[config.mk]
export PLATFORM = sky130hd
export DESIGN_NAME = stream_demux
export DESIGN_NICKNAME = d
export VERILOG_FILES = /design/src/rtl/stream_demux.sv
export SDC_FILE = /design/constraint.sdc
export NUM_CORES = 1
export LEC_CHECK = 0
export BUFFER_PORTS_ARGS = -buffer_cell sky130_fd_sc_hd__buf_2
export CAP_MARGIN = 40
export CORE_MARGIN = 3
export CORE_UTILIZATION = 50
export DETAILED_ROUTE_END_ITERATION = 16
export PLACE_DENSITY = 0.72
export SLEW_MARGIN = 20
export SYNTH_ARGS = -nofsm -noshare
export SYNTH_HDL_FRONTEND = slang
export SYNTH_SLANG_ARGS = --single-unit
export TNS_END_PERCENT = 30
[constraint.sdc]
create_clock -name clk -period 2.7 [get_ports clk]
set_clock_uncertainty 0.2 [all_clocks]
set_input_delay 0.405 -clock clk [delete_from_list [all_inputs] [get_ports clk]]
set_output_delay 0.405 -clock clk [all_outputs]
set_load 0.005 [all_outputs]
[src/rtl/stream_demux.sv]
// rtl/stream_demux.sv - buffered 1-to-2 valid/ready stream demux, one 2-entry FIFO per branch
// Optional per-branch delivery counters cnt0/cnt1 when STREAM_DEMUX_CNT_EN is defined.
module stream_demux #(
  parameter int W     = 16,
  parameter int CNT_W = 16
) (
  input  logic             clk,
  input  logic             rst,
  input  logic             in_valid,
  output logic             in_ready,
  input  logic             in_sel,
  input  logic [W-1:0]     in_data,
  output logic             out0_valid,
  input  logic             out0_ready,
  output logic [W-1:0]     out0_data,
  output logic             out1_valid,
  input  logic             out1_ready,
  output logic [W-1:0]     out1_data
`ifdef STREAM_DEMUX_CNT_EN
  ,
  output logic [CNT_W-1:0] cnt0,
  output logic [CNT_W-1:0] cnt1
`endif
);

  logic [W-1:0] r_mem [2][2];
  logic [1:0]   r_occ [2];
  logic [1:0]   r_wptr;
  logic [1:0]   r_rptr;
  logic [1:0]   w_valid;
  logic [1:0]   w_push;
  logic [1:0]   w_pop;
  logic [1:0]   w_out_ready;
  logic         w_accept;

  assign in_ready    = !rst && (r_occ[in_sel] != 2'd2);
  assign w_accept    = in_valid && in_ready;
  assign w_out_ready = {out1_ready, out0_ready};

  always_comb begin
    w_valid = 2'b00;
    w_pop   = 2'b00;
    w_push  = {w_accept & in_sel, w_accept & ~in_sel};
    for (int k = 0; k < 2; k++) begin
      w_valid[k] = (r_occ[k] != 2'd0);
      w_pop[k]   = w_valid[k] & w_out_ready[k];
    end
  end

  always_ff @(posedge clk) begin
    if (rst) begin
      for (int k = 0; k < 2; k++) begin
        r_mem[k][0] <= '0;
        r_mem[k][1] <= '0;
        r_occ[k]    <= 2'd0;
      end
      r_wptr <= 2'b00;
      r_rptr <= 2'b00;
    end else begin
      for (int k = 0; k < 2; k++) begin
        if (w_push[k]) begin
          r_mem[k][r_wptr[k]] <= in_data;
          r_wptr[k]           <= ~r_wptr[k];
        end
        if (w_pop[k]) begin
          r_rptr[k] <= ~r_rptr[k];
        end
        case ({w_push[k], w_pop[k]})
          2'b10:   r_occ[k] <= r_occ[k] + 2'd1;
          2'b01:   r_occ[k] <= r_occ[k] - 2'd1;
          default: r_occ[k] <= r_occ[k];
        endcase
      end
    end
  end

  // While empty, the slot behind the read pointer still holds the last popped word.
  assign out0_valid = w_valid[0];
  assign out1_valid = w_valid[1];
  assign out0_data  = w_valid[0] ? r_mem[0][r_rptr[0]] : r_mem[0][~r_rptr[0]];
  assign out1_data  = w_valid[1] ? r_mem[1][r_rptr[1]] : r_mem[1][~r_rptr[1]];

`ifdef STREAM_DEMUX_CNT_EN
  logic [CNT_W-1:0] r_cnt0;
  logic [CNT_W-1:0] r_cnt1;

  always_ff @(posedge clk) begin
    if (rst) begin
      r_cnt0 <= '0;
      r_cnt1 <= '0;
    end else begin
      if (w_pop[0]) r_cnt0 <= r_cnt0 + 1'b1;
      if (w_pop[1]) r_cnt1 <= r_cnt1 + 1'b1;
    end
  end

  assign cnt0 = r_cnt0;
  assign cnt1 = r_cnt1;
`else
  generate
    if (CNT_W < 1) begin : g_cnt_w_unused
    end
  endgenerate
`endif

endmodule

==> results.json <==
{
  "status": "completed",
  "tightestPinTransition_ns": 0.680,
  "core_mm2": 0.00617,
  "cts_made_buffers": 9,
  "die-height_um": 87.3,
  "grt_pass1_wl_um": 9830,
  "async_flop_share": 0,
  "synth_top_area_frac": 0.618,
  "critPathBufInv": 0,
  "rows": 28,
  "vdd_drop_max_uv": 489,
  "diodes": 0,
  "hold_buffers": 0,
  "finalSetupViolations": 0,
  "place_ws_ns": 0.0558,
  "finalNetCount": 345,
  "antenna_found_initial": 0,
  "synth_fa_ha_area_frac": 0.0189,
  "critPathMaxFanout": 5,
  "syn2layout_area_growth_pct": 18.1,
  "hold_viol": 0,
  "syn_area_mm2": 0.00330,
  "critPathSlowestCell": "edfxtp_1",
  "drv_slew": 0,
  "first_pass_iters": 4,
  "critPathTopFamily": "simple AND/OR/NAND/NOR gates",
  "syn_area_per_cell_um2": 13.0,
  "die_area_mm2": 0.00762,
  "crit_arrival_ns": 2.50,
  "vias": 2068,
  "synth_top_cell_by_area": "edfxtp_1",
  "die_w_um": 87.3,
  "cellPowerDensity_mw_per_mm2": 747,
  "postRouteAntennaNets": 0,
  "max_slew_margin": 0.545,
  "drive_above_1_share": 0.372,
  "ys_top_cells_by_area": "edfxtp_1 62%, nor2_1 8.8%, mux2_2 8.2%",
  "initial_core_util": 0.536,
  "synth-seq-area-share": 0.643,
  "ys.flop_type": "edfxtp_1",
  "fin_hold_ws_ns": 0.261,
  "top_usage_layer": "met2",
  "synth_simple_gate_area_frac": 0.142,
  "hp-class": "primary input to flip-flop",
  "synth_warnings": 0,
  "crit_type": "flip-flop to flip-flop",
  "drt_iter0_markers": 140,
  "period_minus_slack_ns": 2.61,
  "cts_max_level": 3,
  "wl_per_cell_um": 15.9,
  "synth_cells": 254,
  "syn_nets": 281,
  "synth.most_common_cell": "nor2_1",
  "synth_mux_area_frac": 0.127,
  "vias_per_cell": 5.20,
  "worst_setup_path_end_kind": "flip-flop",
  "hpwlAfterDp_um": 4300,
  "grt_max_degree": 23,
  "met2_usage": 0.268,
  "clk_pin_slew_ns": 0.08,
  "startpoint_type": "flip-flop",
  "gp_congestion": 0.871,
  "drt_wl_total_um": 6350,
  "synth_top_family_by_area": "simple AND/OR/NAND/NOR gates",
  "fin_ws_ns": 0.0933,
  "ctsRootBufferMaster": "clkbuf_8",
  "synth_commonest_cells": "77 x nor2_1, 68 x edfxtp_1, 24 x mux2_2",
  "io-pin-count": 57,
  "first_global_vias": 2011,
  "grt_util_met3": 0.0331,
  "period_share": 0.965,
  "drc": 0,
  "global_route.usage.met1": 0.238,
  "cts.sinks": 72,
  "clock_latency_ns": 0.34,
  "synth_cell_types": 30,
  "slowest_delay_ns": 0.45,
  "io_buffers": 56,
  "cts_tree": "yes",
  "fin_tns_setup_ns": 0,
  "clock.fmax_ghz": 0.384,
  "max_cap_violations": 0,
  "ys_ff_latch": 72,
  "synth_compound_area_frac": 0.0216,
  "crit_chain": "nand2b_1 -> nand2_1 -> or2_2 -> ha_1 -> nor4_2 -> nor2_1 -> a31o_2",
  "synthXorXnorAreaFrac": 0.0239,
  "grt_overflow": 0,
  "synth_edf_count": 68,
  "rsz0062_at_grt": "no",
  "p_leak_nw": 1.60,
  "cts_buffer_depth": 2,
  "grt_usage": 0.176,
  "required_ns": 2.59
}
-- layout make-up --
cell class	instances	area, µm²
Timing Repair Buffer	63	337
Fill cell	491	2270
Sequential cell	72	2120
Multi-Input combinational cell	167	1110
Tap cell	75	93.8
Inverter	5	18.8
Clock inverter	6	92.6
Clock buffer	10	128
-- power breakdown --
| group | total, mW | leakage, nW | switching [mW] | internal [mW] |
|---|---|---|---|---|
| Combinational | 0.634 | 0.756 | 0.304 | 0.330 |
| Clock | 0.931 | 0.103 | 0.406 | 0.525 |
| Sequential | 1.35 | 0.743 | 0.0365 | 1.31 |
-- registers in the layout, indices dropped and copies added (netlist names) --
register / flops
r_mem: 64
r_occ: 4
r_rptr: 2
r_wptr: 2
-- layout by cell type, fill, tap and decap left out, types with 2 or more instances in the layout --
master / Yosys / routed
nor2_1: 77 / 77
edfxtp_1: 68 / 68
buf_2: 2 / 56
mux2_2: 24 / 24
nand2_1: 18 / 18
mux2_4: 10 / 10
clkbuf_8: 0 / 9
buf_4: 1 / 6
inv_1: 5 / 5
ha_1: 5 / 5
nor2b_1: 4 / 4
o21bai_1: 4 / 4
dfxtp_1: 4 / 4
nand3_1: 3 / 3
xnor2_1: 3 / 3
nand2b_1: 2 / 2
or2_2: 2 / 2
a31o_2: 2 / 2
nor3_1: 2 / 2
nand3b_1: 2 / 2
clkinvlp_4: 0 / 2
bufinv_16: 0 / 2
-- path summary, 6_finish.rpt --
path / cells after the start / to / startpoint / slack [ns]
worst max-delay path: 7 / r_occ[1][1]$_DFFE_PP_ / r_occ[0][1]$_SDFFCE_PN0P_ / 0.09
worst min-delay path: 3 / r_mem[1][24]$_SDFFCE_PN0P_ / in_data[8] / 0.26
worst max register to register: 7 / r_occ[1][1]$_DFFE_PP_ / r_occ[0][1]$_SDFFCE_PN0P_ / 0.09
worst min register to register: 2 / r_rptr[1]$_SDFFE_PP0P_ / r_rptr[1]$_SDFFE_PP0P_ / 0.37
-- what timing repair did --
| action | in CTS | in global routing |
|---|---|---|
| gates resized for setup | 0 | 2 |
| endpoints found under the setup margin | 0 | 3 |
| setup buffers | 0 | 0 |
-- worst register-to-register path, delay by kind of cell (launching register included) --
family | cells | cell delay, ns
and+or+nand+nor | 5 | 1.12
DFF | 1 | 0.45
adders and majority gates | 1 | 0.34
AOI/OAI and AO/OA | 1 | 0.25
-- kinds of logic after synthesis --
group / count (synthesis)
adders and majority gates: 5
muxes: 34
AOI/OAI and AO/OA: 9
buffers and inverters: 15
and+or+nand+nor: 113
DFF: 72
xor gates and xnor gates: 6
-- per-stage QoR --
step           cell area [µm²]  instances   util  total power [mW]
2_1_floorplan             3300        254      -              1.81
3_3_place_gp              3670        382  0.595              1.99
3_5_place_dp              3670        382  0.595              2.00
4_1_cts                   3890        398  0.631              2.93
5_1_grt                   3900        398  0.632              3.03
6_report                  3900        398  0.632              2.91
-- routing by layer --
metal | up-vias | wire, µm | part of all wire
met3 | 10 | 264 | 0.042
met5 | - | 0 | 0
met4 | 0 | 146 | 0.023
met1 | 993 | 2800 | 0.44
li1 | 1013 | - | -
met2 | 52 | 3130 | 0.49
(Power assumes the default switching activity.)
